--- src/rtl/shift_register_chain.sv ---
// Multi-stage word register chain with hold/shift/clear/rotate modes and a saturating fill counter.
// Optional macro SHIFT_REGISTER_CHAIN_PARALLEL_OUT_EN adds the qAll parallel view of every stage.
module shift_register_chain #(
  parameter int nrOfBits   = 8,
  parameter int nrOfStages = 4,
  parameter int cntBits    = 6
) (
  input  logic                clock,
  input  logic                reset,
  input  logic                tick,
  input  logic                clockEnable,
  input  logic [1:0]          mode,
  input  logic [nrOfBits-1:0] d,
  output logic [nrOfBits-1:0] q,
  output logic [nrOfBits-1:0] q0,
  output logic [cntBits-1:0]  fillCount,
  output logic                full,
  output logic                empty
`ifdef SHIFT_REGISTER_CHAIN_PARALLEL_OUT_EN
  ,
  output logic [nrOfBits*nrOfStages-1:0] qAll
`endif
);

  typedef enum logic [1:0] {
    MODE_HOLD   = 2'b00,
    MODE_SHIFT  = 2'b01,
    MODE_CLEAR  = 2'b10,
    MODE_ROTATE = 2'b11
  } mode_e;

  localparam logic [cntBits-1:0] STAGE_COUNT = cntBits'(nrOfStages);

  logic [nrOfBits-1:0] stage [nrOfStages];
  logic                adv;
  mode_e               op;

  assign adv = clockEnable & tick;
  assign op  = mode_e'(mode);

  // NOTE: the stage array is a bank of flops, not a RAM; clearing every word on
  // reset is intentional and also keeps synthesis from mapping it to a memory macro.
  always_ff @(posedge clock) begin
    if (reset) begin
      for (int i = 0; i < nrOfStages; i++) stage[i] <= '0;
      fillCount <= '0;
    end else if (adv) begin
      case (op)
        MODE_HOLD: ;
        MODE_SHIFT: begin
          stage[0] <= d;
          for (int i = 1; i < nrOfStages; i++) stage[i] <= stage[i-1];
          // Saturate: once full, the oldest word falls off the end.
          if (fillCount != STAGE_COUNT) fillCount <= fillCount + cntBits'(1);
        end
        MODE_CLEAR: begin
          for (int i = 0; i < nrOfStages; i++) stage[i] <= '0;
          fillCount <= '0;
        end
        MODE_ROTATE: begin
          stage[0] <= stage[nrOfStages-1];
          for (int i = 1; i < nrOfStages; i++) stage[i] <= stage[i-1];
        end
      endcase
    end
  end

  assign q     = stage[nrOfStages-1];
  assign q0    = stage[0];
  assign full  = (fillCount == STAGE_COUNT);
  assign empty = (fillCount == '0);

`ifdef SHIFT_REGISTER_CHAIN_PARALLEL_OUT_EN
  // NOTE: combinational blocks use blocking '=' and assign a default first so no latch is inferred.
  always_comb begin
    qAll = '0;
    for (int i = 0; i < nrOfStages; i++) qAll[i*nrOfBits +: nrOfBits] = stage[i];
  end
`endif

endmodule

--- config.mk ---
export PLATFORM = sky130hd
export DESIGN_NAME = shift_register_chain
export DESIGN_NICKNAME = d
export VERILOG_FILES = /design/src/rtl/shift_register_chain.sv
export SDC_FILE = /design/constraint.sdc
export NUM_CORES = 1
export LEC_CHECK = 0
export CAP_MARGIN = 40
export CORE_ASPECT_RATIO = 0.5
export CORE_MARGIN = 10
export CORE_UTILIZATION = 35
export DETAILED_ROUTE_END_ITERATION = 7
export DONT_BUFFER_PORTS = 1
export GPL_TIMING_DRIVEN = 0
export SYNTH_ARGS = -nofsm -noshare
export SYNTH_HDL_FRONTEND = slang
export SYNTH_SLANG_ARGS = --single-unit
--- constraint.sdc ---
create_clock -name clock -period 5.3 [get_ports clock]
set_input_delay 1.59 -clock clock [delete_from_list [all_inputs] [get_ports clock]]
set_output_delay 1.59 -clock clock [all_outputs]
set_load 0.005 [all_outputs]
==> results of run 1 <==
[state kept, by name, summed over array words and instances (netlist names)]
signal / flops
stage: 32
fillCount: 6
[routing by layer]
metal / up-vias / GRT usage / part of all wire
li1: 532 / - / -
met1: 509 / 0.102 / 0.43
met2: 31 / 0.151 / 0.48
met3: 5 / 0.0367 / 0.084
met4: 0 / 0.0385 / 0.013
met5: - / 0 / 0
[cells by family (layout without fill, tap and decap cells)]
group,Yosys count,in the layout,synth area share
flip-flops,38,38,0.578
adder cells (fa/ha/maj),2,2,0.0134
AND/OR/NAND/NOR,56,56,0.188
AO/OA/AOI/OAI,20,20,0.0836
buffers and inverters,26,33,0.0882
multiplexers,9,9,0.0488
[worst max-delay path, cell delays in order]
cell and delay [ps]:
sky130_fd_sc_hd__clkbuf_1 310, sky130_fd_sc_hd__buf_2 380, sky130_fd_sc_hd__nor2_1 140, sky130_fd_sc_hd__o21bai_1 710
[placed cells by master (no fill, tap or decap), types with 3 or more instances in the layout]
master,Yosys,final
sky130_fd_sc_hd__edfxtp_1,32,32
sky130_fd_sc_hd__and2_1,28,28
sky130_fd_sc_hd__buf_4,17,17
sky130_fd_sc_hd__nor2_1,9,9
sky130_fd_sc_hd__mux2i_1,8,8
sky130_fd_sc_hd__dfxtp_1,6,6
sky130_fd_sc_hd__nand3_1,5,5
sky130_fd_sc_hd__clkbuf_8,0,5
sky130_fd_sc_hd__o21bai_1,4,4
sky130_fd_sc_hd__inv_1,3,3
sky130_fd_sc_hd__buf_2,3,3
sky130_fd_sc_hd__clkbuf_1,3,3
sky130_fd_sc_hd__a21oi_1,3,3
sky130_fd_sc_hd__o21ai_0,3,3
[how the worst min path moves through the flow]
stage	startpoint	endpoint	slack, ps	cells after the start
6_report	stage[0][8]	stage[0][16]	520	1
3_5_place_dp	stage[0][8]	stage[0][16]	500	1
5_1_grt	stage[0][8]	stage[0][16]	550	1
2_1_floorplan	stage[0][8]	stage[0][16]	500	1
4_1_cts	stage[0][8]	stage[0][16]	520	1
3_3_place_gp	stage[0][14]	stage[0][22]	500	1
[cell type report]
class | count | area, um^2
clock inverter | 2 | 33.8
inverter | 3 | 11.3
tap | 70 | 87.6
sequential | 38 | 1080
fill | 499 | 2980
multi-input combinational | 87 | 626
clock buffer | 5 | 68.8
buffer | 23 | 154
[power breakdown]
part / switching (mW) / internal [mW] / total [mW]
clock: 0.0989 / 0.136 / 0.235
sequential: 0.00624 / 0.339 / 0.345
combinational: 0.0238 / 0.0184 / 0.0422
total: 0.129 / 0.493 / 0.622
[stage by stage]
stage	power, mW	worst slack [ps]
after floorplan	0.383	2210
after global placement	0.394	1780
after detailed placement	0.395	1750
after CTS	0.630	2050
after global routing	0.653	1970
final	0.622	2070
==> results.txt, run 1 <==
The logs give 5.00 ps for the clock skew and 1,176 for the number of global-route vias before repair. For the setup total negative slack, the log shows 0 ps. The timing startpoint of the critical path was mode[1]. The logs give 0.00206 mm^2 for the cell area after layout and 0.0911 for the total routing resource utilization after global routing.

The count of max-cap constraint violations was 0; the count of boundary I/O pins was 38. For this run the aggregate overflow at the end of global routing stands at 0. The run gives 34 as the number of distinct standard cells referenced by the synthesized netlist.

The minimum clock period after layout is 3230 ps. In this run the deepest clock path goes through 2 buffers. The class of the tightest hold or removal check is register to register.

The highest attainable clock frequency was 310 MHz; the depth of the worst register-to-register path was 6. Dividing total power by cell area gives a power density of 302 mW/mm^2. Entering global routing, the biggest net connects 12 pins. The number of design-rule violations left by the first detailed-router iteration is 29, and the instance area after placement is 0.00196 mm^2. Hold is met by 519 ps.

The remaining routing DRC violations is 0, and the worst ir drop on vdd is 0.000130 V. Counting flops with a built-in enable in the synthesized netlist gives 32. The logs give 0 for the post-CTS setup-driven buffer insertion count and 0.412 for the headroom to the max-slew limit. For the placeable core area, the log shows 0.00504 mm^2. For the required time of the worst setup path, the log shows 5210 ps.

The commonest cells after synthesis are sky130_fd_sc_hd__edfxtp_1 (32), sky130_fd_sc_hd__and2_1 (28), sky130_fd_sc_hd__buf_4 (17), sky130_fd_sc_hd__nor2_1 (9), sky130_fd_sc_hd__mux2i_1 (8). The proportion of layout cells with a drive suffix above 1 came out at 0.222. The relative area change from synthesis to final layout is 10.2%, and the HPWL reported at the end of detailed placement is 2770 um.

The logs give 6180 um for the wire length of the first global-routing pass and 174 for the number of nets in the layout. The worst setup path is launched from an input pin. The post-route core utilization is 0.409, and the async set-or-reset flop fraction in the synthesized netlist is 0. The width of the chip is 123 um. Once layout is complete, the cells apart from fillers number 228. The number of antenna diodes in the final layout is 0.

The routed wire length per instance came out at 16.9 um. The die boundary height works out to 71.7 um. The tools report the number of warnings issued by yosys as 0.

The number of antenna violations at the first check in global routing is 0, and the clock-pin slew on the worst setup and hold paths is 70 ps. TritonCTS built the clock tree. For the worst setup path, the data arrival time is 3140 ps. The mean area per synthesized cell works out to 12.4 um^2.

The placer's final routability congestion estimate is 0.759. The portion of synthesized cell area occupied by the leading cell type works out to 0.513. After detailed placement, the design holds a cell count of 221. For the pin with the worst max-slew slack, the measured transition is 881 ps. Summed over all instances, the cell type with the most area after synthesis is sky130_fd_sc_hd__edfxtp_1. The logs give 0 for the count of antenna-violating nets left after detailed routing and 38 for the number of clock sinks.

The net count after synthesis was 167. The effective utilization at floorplan was 0.371. The area of the die is 0.00885 mm^2. The tools report the endpoint of the most critical setup path as stage[0][24].

In this run the worst path has a maximum fanout of 10. The run gives 0 as the number of slew-limit violations in the final report. The worst register-to-register path ends at fillCount[5]. The reported leakage power is 0.815 nW, and the final hold violation count is 0.

The part of the cycle the worst path needs came out at 0.609. The type of destination of the critical path was a register. The hold-fix buffer count after cts came out at 0. The run finished with clean final reports. The run gives 1,077 as the number of vias after detailed routing. In the routed layout, each cell is associated on average with a via count of 4.72. Setup repair after global routing left no endpoint under its margin.

In this run the critical register-to-register path is launched from fillCount[0]. After clock tree synthesis, the repair step resized 0 gates. The tree is rooted in a sky130_fd_sc_hd__clkbuf_8. Setup violations remaining at the end of the flow were counted as 0.

Yosys attributes the largest share of cell area to sky130_fd_sc_hd__edfxtp_1 (51%), sky130_fd_sc_hd__and2_1 (9.4%), sky130_fd_sc_hd__buf_4 (6.8%). In this run the number of H-tree levels came out at 2. The number of clock buffers added by TritonCTS is 5. During placement, the flow inserted port buffers numbering 0. The sum of routed wire length over all layers was 3860 um; the number of synthesized register bits was 38. For the latest clock arrival within the worst-skew pair, the log shows 280 ps. The critical setup path kind is input pin to register. The logs give 0.578 for the post-synthesis sequential area ratio and 151 for the synthesized netlist cell count. Before antenna repair, the detailed router went through 4 iterations. The worst-case register-to-register setup slack is 3500 ps.

In the synthesized netlist the dominant register cell turns out to be sky130_fd_sc_hd__edfxtp_1. Summing every instance area after synthesis gives 0.00187 mm^2. Yosys instantiated no cell more often than sky130_fd_sc_hd__edfxtp_1.

The initialized floorplan defines 18 standard-cell rows.
(Power assumes the default switching activity.)
==> inputs of run 2 (changes only) <==
==> constraint.sdc (replaced) <==
create_clock -name clock -period 3 [get_ports clock]
set_input_delay 0.9 -clock clock [delete_from_list [all_inputs] [get_ports clock]]
set_output_delay 0.9 -clock clock [all_outputs]
set_load 0.005 [all_outputs]
==> results of run 2 <==
The final DEF is identical to that of run 1. Status: completed.
Main changes from that run: setup slack after placement 1750 ps -> 139 ps; setup slack after layout 2070 ps -> 462 ps; register-to-register setup slack 3500 ps -> 1200 ps; total power 0.622 mW -> 1.10 mW; worst IR drop on VDD 0.000130 V -> 0.000229 V
==> inputs of run 3 (changes only) <==
==> constraint.sdc (replaced) <==
create_clock -name clock -period 2.4 [get_ports clock]
set_input_delay 0.72 -clock clock [delete_from_list [all_inputs] [get_ports clock]]
set_output_delay 0.72 -clock clock [all_outputs]
set_load 0.005 [all_outputs]
==> results.txt, run 3 (synthesis results as in run 1) <==
Across all hold checks on the routed design, the worst slack comes to 519 ps. The width of the chip is 123 um, and the maximum number of pins on one net before global-route repair is 12. TritonCTS built the clock tree. The analysis attributes to cell leakage a power of 0.819 nW. The worst setup path is captured at a register. The number of global-route vias before repair is 1,176, and the global route total overflow is 0. The tools report the placement row count as 18. The smallest clock period supported by the final layout is computed as 2360 ps. In this run the worst hold path is classified as register to register. The total of buffers placed on input and output ports is 0. The routed wire length per instance was 16.9 um; the post-route core utilization was 0.410. Clock-pin slew was measured on the worst setup and hold paths at 70 ps.

Clock tree synthesis inserted a total of 5 buffers. The area of the die came out at 0.00885 mm^2. The tools report the post-cts gate resize count as 0.

The kind of cell with the highest combined delay along the critical path is compound AO/OA/AOI/OAI gates. In this run the count of I/O pins placed on the die edge is 38. The core region is 0.00504 mm^2. The effective utilization at floorplan came out at 0.371.

STA classifies the critical path startpoint as an input pin. The headroom to the max-slew limit was 0.412. Proportion of layout cells with a drive suffix above 1: 0.226. Number of antenna violations at the first check in global routing: 0. The library cells used most frequently in the layout, excluding fill and tap cells, are sky130_fd_sc_hd__edfxtp_1 (32), sky130_fd_sc_hd__and2_1 (28), sky130_fd_sc_hd__buf_4 (18), sky130_fd_sc_hd__nor2_1 (9), sky130_fd_sc_hd__mux2i_1 (8).

For the pin with the worst max-slew slack, the measured transition is 881 ps. The largest fanout of any net on the critical path was 10. The H-tree generated during clock tree synthesis spans 2 levels. The longest clock path from root to sink contains 2 buffers. At the later pin of the worst-skew pair, clock insertion delay measures 280 ps.

Register with the most flip-flops: stage. The library cell used most frequently in the layout, excluding fill and tap cells, is sky130_fd_sc_hd__edfxtp_1. The die boundary height was 71.7 um; the setup total negative slack was 0 ps. The number of design-rule violations left by the first detailed-router iteration is 32, and the part of the cycle the worst path needs is 0.982. On the critical path, the stage with the largest delay is an instance of sky130_fd_sc_hd__o21bai_1. Detailed placement finished with a half-perimeter wire length of 2770 um. For this run, design rule violations remaining after detail routing come to 0. The relative area change from synthesis to final layout is 10.6%. Buffers inserted to repair hold after CTS numbered 0. The count of antenna-violating nets left after detailed routing is 0. The flow ran to the end, and the final reports show no timing, DRC or antenna violations.

Required time of the worst setup path: 2320 ps. Total routing resource utilization after global routing: 0.0911. The number of slew-limit violations in the final report is 0. The sum of routed wire length over all layers is 3870 um. Counting both buffers and inverters, the worst setup path holds a total of 2. The flip-flop count of the largest register, all copies and words added was 32; the non-filler instance count after layout was 229. The routed layout has 1,088 vias. For the final hold violation count, the log shows 0. The critical path goes through clkbuf_1 > buf_2 > nor2_1 > o21bai_1.

VDD sags by at most 0.000287 V. Data arrives at the worst endpoint at 2270 ps. After detailed placement, the design holds a cell count of 221.

The biggest cell delay along the critical path works out to 710 ps. Clock tree root driver cell: sky130_fd_sc_hd__clkbuf_8. The tree built by TritonCTS fans out to 38 sinks. Setup violations remaining at the end of the flow were counted as 0. The clock skew is 5.40 ps, and the count of max-cap constraint violations is 0.

In the final layout, the registers with the most flip-flops are stage: 32 flops, fillCount: 6 flops. The tools report the number of antenna repair diodes as 0. The first detailed-routing pass ran for 4 iterations. The first global-routing pass estimated 6180 um of wire. The design draws 1.38 mW. The highest attainable clock frequency was 424 MHz. Dividing total power by cell area gives a power density of 666 mW/mm^2.

The number of nets in the layout is 175. Critical setup path kind: input pin to register. In the routed layout, each cell is associated on average with a via count of 4.75. Setup repair after global routing could not meet its margin everywhere.

The placer's final routability congestion estimate is 0.759.
run 3: cell types whose count changed in the layout (fill, tap and decap cells not counted):
cell / change
sky130_fd_sc_hd__buf_4: +1
run 3: cell type report:
type	instances	area (um^2)
plain buffers	23	154
clock buffers	5	68.8
clock inverters	2	33.8
fillers	499	2980
inverters	3	11.3
multi-input cells	87	626
flip-flops and latches	38	1080
well taps	70	87.6
repair buffers	1	7.51
run 3: through the flow:
step	area [um^2]	setup WS, ps
after floorplan	1870	183
after global placement	1960	-247
after detailed placement	1960	-281
after CTS	2060	24.0
after global routing	2070	-62.3
final	2070	43.9
run 3: report_power, final:
part | internal, mW | switching (mW)
clock | 0.301 | 0.221
combinational | 0.0414 | 0.0530
sequential | 0.748 | 0.0139
total | 1.09 | 0.288
run 3: layer usage:
metal	track usage	vias to the layer above	wire (um)
met5	0	-	0
met1	0.102	521	1680
met2	0.151	28	1850
li1	-	534	-
met3	0.0367	5	288
met4	0.0385	0	50
run 3: path summary, 6_finish.rpt:
kind	cells past startpoint	slack [ps]	from	endpoint
max	4	40	mode[1]	stage[0][24]
min	1	520	stage[0][11]	stage[0][19]
max reg2reg	6	590	fillCount[0]	fillCount[5]
min reg2reg	1	520	stage[0][11]	stage[0][19]
run 3: repair_timing:
| action | 4_1_cts | 5_1_grt |
|---|---|---|
| endpoints found under the setup margin | 0 | 17 |
| hold endpoints to repair | 0 | 0 |
| setup buffers | 0 | 1 |
